[src/rtl/lerp2_tile_walker_if.sv]
// Bundles the walker's job intake, lerp2 operand/handshake and output stream.
// "master" is the walker side and "slave" is the surrounding system.
interface lerp2_tile_walker_if #(
  parameter int WIDTH = 32,
  parameter int CW    = 12
);
  logic                    cfg_valid;
  logic                    cfg_ready;
  logic signed [WIDTH-1:0] cfg_p0;
  logic signed [WIDTH-1:0] cfg_p1;
  logic signed [WIDTH-1:0] cfg_p2;
  logic signed [WIDTH-1:0] cfg_p3;
  logic [CW-1:0]           cfg_w;
  logic [CW-1:0]           cfg_h;

  logic [WIDTH-1:0]        l_p0;
  logic [WIDTH-1:0]        l_p1;
  logic [WIDTH-1:0]        l_p2;
  logic [WIDTH-1:0]        l_p3;
  logic [WIDTH-1:0]        l_x;
  logic [WIDTH-1:0]        l_y;
  logic [WIDTH-1:0]        l_X;
  logic [WIDTH-1:0]        l_Y;
  logic                    l_start;
  logic                    l_done;
  logic [WIDTH-1:0]        l_val;

  logic                    out_valid;
  logic                    out_ready;
  logic [WIDTH-1:0]        out_val;
  logic [CW-1:0]           out_x;
  logic [CW-1:0]           out_y;
  logic                    out_last;
  logic                    job_done;

  modport master (
    input  cfg_valid, cfg_p0, cfg_p1, cfg_p2, cfg_p3, cfg_w, cfg_h,
    output cfg_ready,
    output l_p0, l_p1, l_p2, l_p3, l_x, l_y, l_X, l_Y, l_start,
    input  l_done, l_val,
    output out_valid, out_val, out_x, out_y, out_last, job_done,
    input  out_ready
  );

  modport slave (
    output cfg_valid, cfg_p0, cfg_p1, cfg_p2, cfg_p3, cfg_w, cfg_h,
    input  cfg_ready,
    input  l_p0, l_p1, l_p2, l_p3, l_x, l_y, l_X, l_Y, l_start,
    output l_done, l_val,
    input  out_valid, out_val, out_x, out_y, out_last, job_done,
    output out_ready
  );
endinterface

[src/rtl/lerp2_tile_walker.sv]
// Raster-order tile sequencer in front of lerp2: one evaluation outstanding at a
// time, each result presented on a valid/ready stream with coordinates and last.
module lerp2_tile_walker #(
  parameter int WIDTH = 32,
  parameter int CW    = 12
) (
  input  logic                clock,
  input  logic                reset,
  lerp2_tile_walker_if.master bus
);
  typedef enum logic [1:0] {IDLE, ISSUE, WAIT, OUT} state_t;

  state_t           state_reg, state_next;
  logic             cfg_ready_reg, cfg_ready_next;
  logic             l_start_reg, l_start_next;
  logic             out_valid_reg, out_valid_next;
  logic             job_done_reg, job_done_next;

  logic [WIDTH-1:0] corner_in  [4];
  logic [WIDTH-1:0] corner_reg [4];
  logic [CW-1:0]    w_reg, h_reg;
  logic [CW-1:0]    x_cnt_reg, y_cnt_reg;
  logic [WIDTH-1:0] out_val_reg;
  logic [CW-1:0]    out_x_reg, out_y_reg;
  logic             out_last_reg;

  logic             accept, degen, fire, x_end, y_end;

  // Span of one axis; a single-sample axis reports 1 so lerp2 never divides by zero.
  function automatic logic [WIDTH-1:0] span(input logic [CW-1:0] n);
    logic [CW-1:0] s;
    if (n == '0)
      s = '0;
    else if (n == CW'(1))
      s = CW'(1);
    else
      s = n - CW'(1);
    return WIDTH'(s);
  endfunction

  assign accept = (state_reg == IDLE) && cfg_ready_reg && bus.cfg_valid;
  assign degen  = (bus.cfg_w == '0) || (bus.cfg_h == '0);
  assign fire   = (state_reg == OUT) && out_valid_reg && bus.out_ready;
  assign x_end  = (x_cnt_reg == w_reg - CW'(1));
  assign y_end  = (y_cnt_reg == h_reg - CW'(1));

  always_ff @(posedge clock) begin
    if (!reset) begin
      state_reg     <= IDLE;
      cfg_ready_reg <= 1'b0;
      l_start_reg   <= 1'b0;
      out_valid_reg <= 1'b0;
      job_done_reg  <= 1'b0;
    end else begin
      state_reg     <= state_next;
      cfg_ready_reg <= cfg_ready_next;
      l_start_reg   <= l_start_next;
      out_valid_reg <= out_valid_next;
      job_done_reg  <= job_done_next;
    end
  end

  always_comb begin
    state_next = state_reg;
    case (state_reg)
      IDLE:  if (accept && !degen) state_next = ISSUE;
      ISSUE: state_next = WAIT;
      WAIT:  if (bus.l_done) state_next = OUT;
      OUT:   if (fire) state_next = out_last_reg ? IDLE : ISSUE;
      default: state_next = IDLE;
    endcase
  end

  // Handshake outputs are registered copies of what the next state implies.
  always_comb begin
    cfg_ready_next = (state_next == IDLE);
    l_start_next   = (state_next == ISSUE);
    out_valid_next = (state_next == OUT);
    job_done_next  = (accept && degen) || (fire && out_last_reg);
  end

  assign corner_in[0] = bus.cfg_p0;
  assign corner_in[1] = bus.cfg_p1;
  assign corner_in[2] = bus.cfg_p2;
  assign corner_in[3] = bus.cfg_p3;

  for (genvar gi = 0; gi < 4; gi++) begin : g_corner
    always_ff @(posedge clock) begin
      if (!reset)
        corner_reg[gi] <= '0;
      else if (accept)
        corner_reg[gi] <= corner_in[gi];
    end
  end

  always_ff @(posedge clock) begin
    if (!reset) begin
      w_reg        <= '0;
      h_reg        <= '0;
      x_cnt_reg    <= '0;
      y_cnt_reg    <= '0;
      out_val_reg  <= '0;
      out_x_reg    <= '0;
      out_y_reg    <= '0;
      out_last_reg <= 1'b0;
    end else begin
      if (accept) begin
        w_reg     <= bus.cfg_w;
        h_reg     <= bus.cfg_h;
        x_cnt_reg <= '0;
        y_cnt_reg <= '0;
      end
      if (state_reg == WAIT && bus.l_done) begin
        out_val_reg  <= bus.l_val;
        out_x_reg    <= x_cnt_reg;
        out_y_reg    <= y_cnt_reg;
        out_last_reg <= x_end && y_end;
      end
      if (fire && !out_last_reg) begin
        if (x_end) begin
          x_cnt_reg <= '0;
          y_cnt_reg <= y_cnt_reg + CW'(1);
        end else begin
          x_cnt_reg <= x_cnt_reg + CW'(1);
        end
      end
    end
  end

  assign bus.cfg_ready = cfg_ready_reg;
  assign bus.l_p0      = corner_reg[0];
  assign bus.l_p1      = corner_reg[1];
  assign bus.l_p2      = corner_reg[2];
  assign bus.l_p3      = corner_reg[3];
  assign bus.l_x       = WIDTH'(x_cnt_reg);
  assign bus.l_y       = WIDTH'(y_cnt_reg);
  assign bus.l_X       = span(w_reg);
  assign bus.l_Y       = span(h_reg);
  assign bus.l_start   = l_start_reg;
  assign bus.out_valid = out_valid_reg;
  assign bus.out_val   = out_val_reg;
  assign bus.out_x     = out_x_reg;
  assign bus.out_y     = out_y_reg;
  assign bus.out_last  = out_last_reg;
  assign bus.job_done  = job_done_reg;
endmodule

[src/flat_wrapper.sv]
// flat-port wrapper written by rule: the top's interface ports become plain ports
module lerp2_tile_walker_flat 
#(
  parameter int WIDTH = 32,
  parameter int CW    = 12
)
  (clock, reset, bus_cfg_valid, bus_cfg_p0, bus_cfg_p1, bus_cfg_p2, bus_cfg_p3, bus_cfg_w, bus_cfg_h, bus_cfg_ready, bus_l_p0, bus_l_p1, bus_l_p2, bus_l_p3, bus_l_x, bus_l_y, bus_l_X, bus_l_Y, bus_l_start, bus_l_done, bus_l_val, bus_out_valid, bus_out_val, bus_out_x, bus_out_y, bus_out_last, bus_job_done, bus_out_ready);
  lerp2_tile_walker_if #(.WIDTH(WIDTH), .CW(CW)) bus_i ();
  input  logic clock;
  input  logic reset;
  input wire logic [$bits(bus_i.cfg_valid)-1:0] bus_cfg_valid;
  input wire logic [$bits(bus_i.cfg_p0)-1:0] bus_cfg_p0;
  input wire logic [$bits(bus_i.cfg_p1)-1:0] bus_cfg_p1;
  input wire logic [$bits(bus_i.cfg_p2)-1:0] bus_cfg_p2;
  input wire logic [$bits(bus_i.cfg_p3)-1:0] bus_cfg_p3;
  input wire logic [$bits(bus_i.cfg_w)-1:0] bus_cfg_w;
  input wire logic [$bits(bus_i.cfg_h)-1:0] bus_cfg_h;
  output wire logic [$bits(bus_i.cfg_ready)-1:0] bus_cfg_ready;
  output wire logic [$bits(bus_i.l_p0)-1:0] bus_l_p0;
  output wire logic [$bits(bus_i.l_p1)-1:0] bus_l_p1;
  output wire logic [$bits(bus_i.l_p2)-1:0] bus_l_p2;
  output wire logic [$bits(bus_i.l_p3)-1:0] bus_l_p3;
  output wire logic [$bits(bus_i.l_x)-1:0] bus_l_x;
  output wire logic [$bits(bus_i.l_y)-1:0] bus_l_y;
  output wire logic [$bits(bus_i.l_X)-1:0] bus_l_X;
  output wire logic [$bits(bus_i.l_Y)-1:0] bus_l_Y;
  output wire logic [$bits(bus_i.l_start)-1:0] bus_l_start;
  input wire logic [$bits(bus_i.l_done)-1:0] bus_l_done;
  input wire logic [$bits(bus_i.l_val)-1:0] bus_l_val;
  output wire logic [$bits(bus_i.out_valid)-1:0] bus_out_valid;
  output wire logic [$bits(bus_i.out_val)-1:0] bus_out_val;
  output wire logic [$bits(bus_i.out_x)-1:0] bus_out_x;
  output wire logic [$bits(bus_i.out_y)-1:0] bus_out_y;
  output wire logic [$bits(bus_i.out_last)-1:0] bus_out_last;
  output wire logic [$bits(bus_i.job_done)-1:0] bus_job_done;
  input wire logic [$bits(bus_i.out_ready)-1:0] bus_out_ready;
  assign bus_i.cfg_valid = bus_cfg_valid;
  assign bus_i.cfg_p0 = bus_cfg_p0;
  assign bus_i.cfg_p1 = bus_cfg_p1;
  assign bus_i.cfg_p2 = bus_cfg_p2;
  assign bus_i.cfg_p3 = bus_cfg_p3;
  assign bus_i.cfg_w = bus_cfg_w;
  assign bus_i.cfg_h = bus_cfg_h;
  assign bus_cfg_ready = bus_i.cfg_ready;
  assign bus_l_p0 = bus_i.l_p0;
  assign bus_l_p1 = bus_i.l_p1;
  assign bus_l_p2 = bus_i.l_p2;
  assign bus_l_p3 = bus_i.l_p3;
  assign bus_l_x = bus_i.l_x;
  assign bus_l_y = bus_i.l_y;
  assign bus_l_X = bus_i.l_X;
  assign bus_l_Y = bus_i.l_Y;
  assign bus_l_start = bus_i.l_start;
  assign bus_i.l_done = bus_l_done;
  assign bus_i.l_val = bus_l_val;
  assign bus_out_valid = bus_i.out_valid;
  assign bus_out_val = bus_i.out_val;
  assign bus_out_x = bus_i.out_x;
  assign bus_out_y = bus_i.out_y;
  assign bus_out_last = bus_i.out_last;
  assign bus_job_done = bus_i.job_done;
  assign bus_i.out_ready = bus_out_ready;
  lerp2_tile_walker #(.WIDTH(WIDTH), .CW(CW)) u_core (.clock(clock), .reset(reset), .bus(bus_i));
endmodule
[config.mk]
export PLATFORM = sky130hd
export DESIGN_NAME = lerp2_tile_walker_flat
export DESIGN_NICKNAME = d
export VERILOG_FILES = /design/src/rtl/lerp2_tile_walker_if.sv /design/src/rtl/lerp2_tile_walker.sv /design/src/flat_wrapper.sv
export SDC_FILE = /design/constraint.sdc
export NUM_CORES = 1
export LEC_CHECK = 0
export BUFFER_PORTS_ARGS = -buffer_cell sky130_fd_sc_hd__buf_2
export CORE_AREA = 2 2 197 199
export CTS_CLUSTER_DIAMETER = 150
export CTS_CLUSTER_SIZE = 14
export DETAILED_ROUTE_END_ITERATION = 8
export DIE_AREA = 0 0 199 201
export GPL_TIMING_DRIVEN = 0
export RECOVER_POWER = 25
export SYNTH_ARGS = -nofsm -noshare
export SYNTH_HDL_FRONTEND = slang
export SYNTH_SLANG_ARGS = --single-unit
[constraint.sdc]
create_clock -name clock -period 6.7 [get_ports clock]
set_input_delay 1.005 -clock clock [delete_from_list [all_inputs] [get_ports clock]]
set_output_delay 1.005 -clock clock [all_outputs]
set_load 0.01 [all_outputs]
==> impl_metrics.py <==
metrics = {
    "critical_path": {
        "cp_cell_sequence": "clkbuf_1 -> or4_1 -> clkbuf_1 -> nor4_1 -> o21a_1 -> clkbuf_1 -> nor2_1 -> buf_2",
        "cp-start-kind": "register",
        "cp_common_cell": "clkbuf_1",
        "cp_data_required_time_ns": 5.69,
        "cp_data_arrival_time_ns": 3.02,
        "startpoint": "u_core.w_reg[4]",
        "critPathSlowestCell": "nor4_1",
        "endpoint_kind": "output pin",
        "cp_slowest_stage_delay_ns": 0.51,
        "cp_max_fo": 10,
        "worstSetupPathType": "register to output pin",
        "r2r-start": "u_core.w_reg[4]",
    },
    "die": {
        "die_y_um": 201,
        "fp.dieArea_um2": 40000,
        "io_pins": 506,
        "initial_core_util_pct": 28.7,
        "die-width_um": 199,
        "core_area_um2": 38100,
        "placementRows": 72,
    },
    "clock_network": {
        "clk_latency_ns": 0.53,
        "clk_pin_slew_ns": 0.07,
        "cts_setup_buffers": 0,
        "htreeDepth": 1,
        "cts_buffers": 21,
        "cts_hold_buf": 0,
        "cts_sinks": 239,
        "cts_tree": "yes",
        "cts-root-buf": "clkbuf_16",
        "cts_buffer_depth": 3,
        "ctsResizeCount": 0,
    },
    "global_route": {
        "grt_max_degree": 70,
        "antenna_found_initial": 12,
        "grt_pass1_vias": 9306,
        "grt-ovfl-total": 0,
        "grt_pass1_wl_mm": 57.9,
        "grtUsageTotal_pct": 19.5,
    },
    "pwr": {
        "p_switching_w": 0.00105,
        "p_sw_share_pct": 29.4,
        "p_leak_nw": 6.55,
        "clkPwrFrac_pct": 32.0,
        "vdd_drop_max_mv": 0.143,
        "seq_power_share_pct": 47.1,
        "power_density_nw_per_um2": 246,
        "combPwrFrac_pct": 20.8,
        "power.internal_w": 0.00252,
    },
    "route": {
        "drt.antenna.violating_nets": 0,
        "post-route-drc-count": 0,
        "drtPass1Iterations": 5,
        "drtIter0Drc": 432,
        "wire_per_inst_um": 19.2,
        "routed_wl_mm": 40.6,
        "dr_total_vias": 9588,
        "avgViaCountPerCell": 4.52,
    },
    "sta": {
        "worst_pin_slew_ns": 0.860,
        "max_clock_freq_ghz": 0.249,
        "finalCritPeriodShare_pct": 60.0,
        "rsz0062_at_grt": "false",
        "finalSetupViolCount": 0,
        "relSlewSlack_pct": 42.7,
        "period_minus_slack_ns": 4.02,
        "drv_slew": 0,
        "hold_violations": 0,
        "finalClockSkew_ns": 0.0152,
    },
    "yosys": {
        "syn_area_per_cell_um2": 10.4,
        "synthCells": 1054,
        "ys_seq_elements": 239,
        "yosysWarnings": 0,
        "synth_cell_types": 61,
        "syn-cell-area_um2": 10900,
        "synth_flop_cell": "edfxtp_1",
        "synth_seq_area_share_pct": 55.5,
        "async_flop_share_pct": 0,
        "synth_edf_count": 128,
    },
    "final_layout": {
        "seqCellArea_um2": 6070,
        "post_route_cells_drive_above_1_share_pct": 25.6,
        "fill_cells": 3980,
        "area_growth_pct": 32.6,
        "fin_area_um2": 14500,
        "final_common_cell": "buf_2",
        "multi_input_area_um2": 4230,
        "nets": 1780,
        "largest_reg_flops": 128,
        "most-common-layout-cells": "buf_2, clkbuf_1, nand2_1",
        "stdcell_count": 2120,
    },
    "placement": {
        "dpl-instance-area_um2": 14100,
        "dp_hpwl_mm": 32.5,
        "portBuffers": 425,
        "place_congestion": 0.929,
        "dp.cells": 2078,
    },
    "job": {
        "drv_cap": 0,
    },
    "worst_hold_path": {
        "hp-class": "register to register",
        "hold_start": "u_core.bus.out_x[0]",
    },
    "status": {
        "status": "finished clean",
    },
}
cell type report:
class,instances,area share [%]
buffer,156,6.21
antenna,8,0.138
timing repair buffer,427,13.8
tap,518,4.47
clock inverter,2,0.173
clock buffer,32,3.91
sequential,239,41.8
inverter,9,0.233
multi-input combinational,729,29.2
metrics by stage:
step	util, %	setup WS (ns)	total power (W)	hold WS, ns	setup TNS, ns
2_1_floorplan	-	1.35	0.00215	0.457	0
5_1_grt	38.1	2.47	0.00373	0.484	0
3_3_place_gp	36.8	-1.05	0.00247	0.448	-14.17
4_1_cts	38.5	2.60	0.00363	0.463	0
3_5_place_dp	36.9	3.08	0.00247	0.453	0
6_report	38.1	2.68	0.00357	0.463	0
synthesized netlist by cell type (3+ instances only):
library cell  number  area share (%)
a21o_1            13            0.89
nand3_1           21            0.96
ha_1               8            0.92
a21boi_0          81             5.6
nor4_1            13            0.74
nand2_1          187             6.4
or3_1              3            0.17
nor2_1            36             1.2
o21ai_0           11            0.50
and3_1           137             7.8
edfxtp_1         128              35
or2_2              3            0.17
nor3_1            12            0.55
nor3b_1            5            0.34
xnor3_1            5             1.0
xnor2_1           27             2.2
dfxtp_1          111              20
nand2b_1           9            0.51
or4_1              4            0.27
inv_1              9            0.31
a21oi_1           14            0.64
nand4_1            3            0.17
xor2_1            13             1.0
clkbuf_1          69             2.4
and2_1             4            0.23
o21a_1             3            0.21
o2bb2ai_1          3            0.24
buf_4             81             5.6
critical path, delay by kind of cell (launching register included):
family,cells,cell delay [ns]
AND/OR/NAND/NOR,3,1.11
buffers and inverters,4,0.85
AO/OA/AOI/OAI,1,0.23
flip-flops,1,0.30
path summary, 6_finish.rpt:
kind / endpoint / slack (ns) / cells past startpoint
hold / removal: u_core.bus.out_x[0] / 0.46 / 2
hold reg to reg: u_core.bus.out_x[0] / 0.46 / 2
setup / recovery: bus_l_X[7] / 2.68 / 8
setup reg to reg: u_core.y_cnt_reg[10] / 3.46 / 10
per-layer routing:
metal	global-route usage, %	share of wire (%)	vias to the layer above
met4	7.76	3.7	6
met2	35.7	52	442
met3	5.90	9.0	66
met5	0	0.10	-
li1	-	-	4583
met1	20.7	36	4491
cell families (layout without fill, tap and decap cells):
family	Yosys count	count (layout)	synth area share (%)
multiplexers	2	2	0.183
XOR/XNOR	46	46	4.45
buffers and inverters	165	626	8.54
AND/OR/NAND/NOR	448	448	20.7
flip-flops	239	239	55.5
other	1	88	0.0343
AO/OA/AOI/OAI	145	145	9.72
adder cells (fa/ha/maj)	8	8	0.915
power groups by stage:
stage	Clock, W	Sequential (W)	Combinational (W)
after floorplan	0	0.00176	0.000394
final	0.00114	0.00168	0.000744
after global routing	0.00123	0.00169	0.000811
after CTS	0.00118	0.00168	0.000762
after global placement	0	0.00173	0.000746
after detailed placement	0	0.00171	0.000760
(Power assumes the default switching activity.)
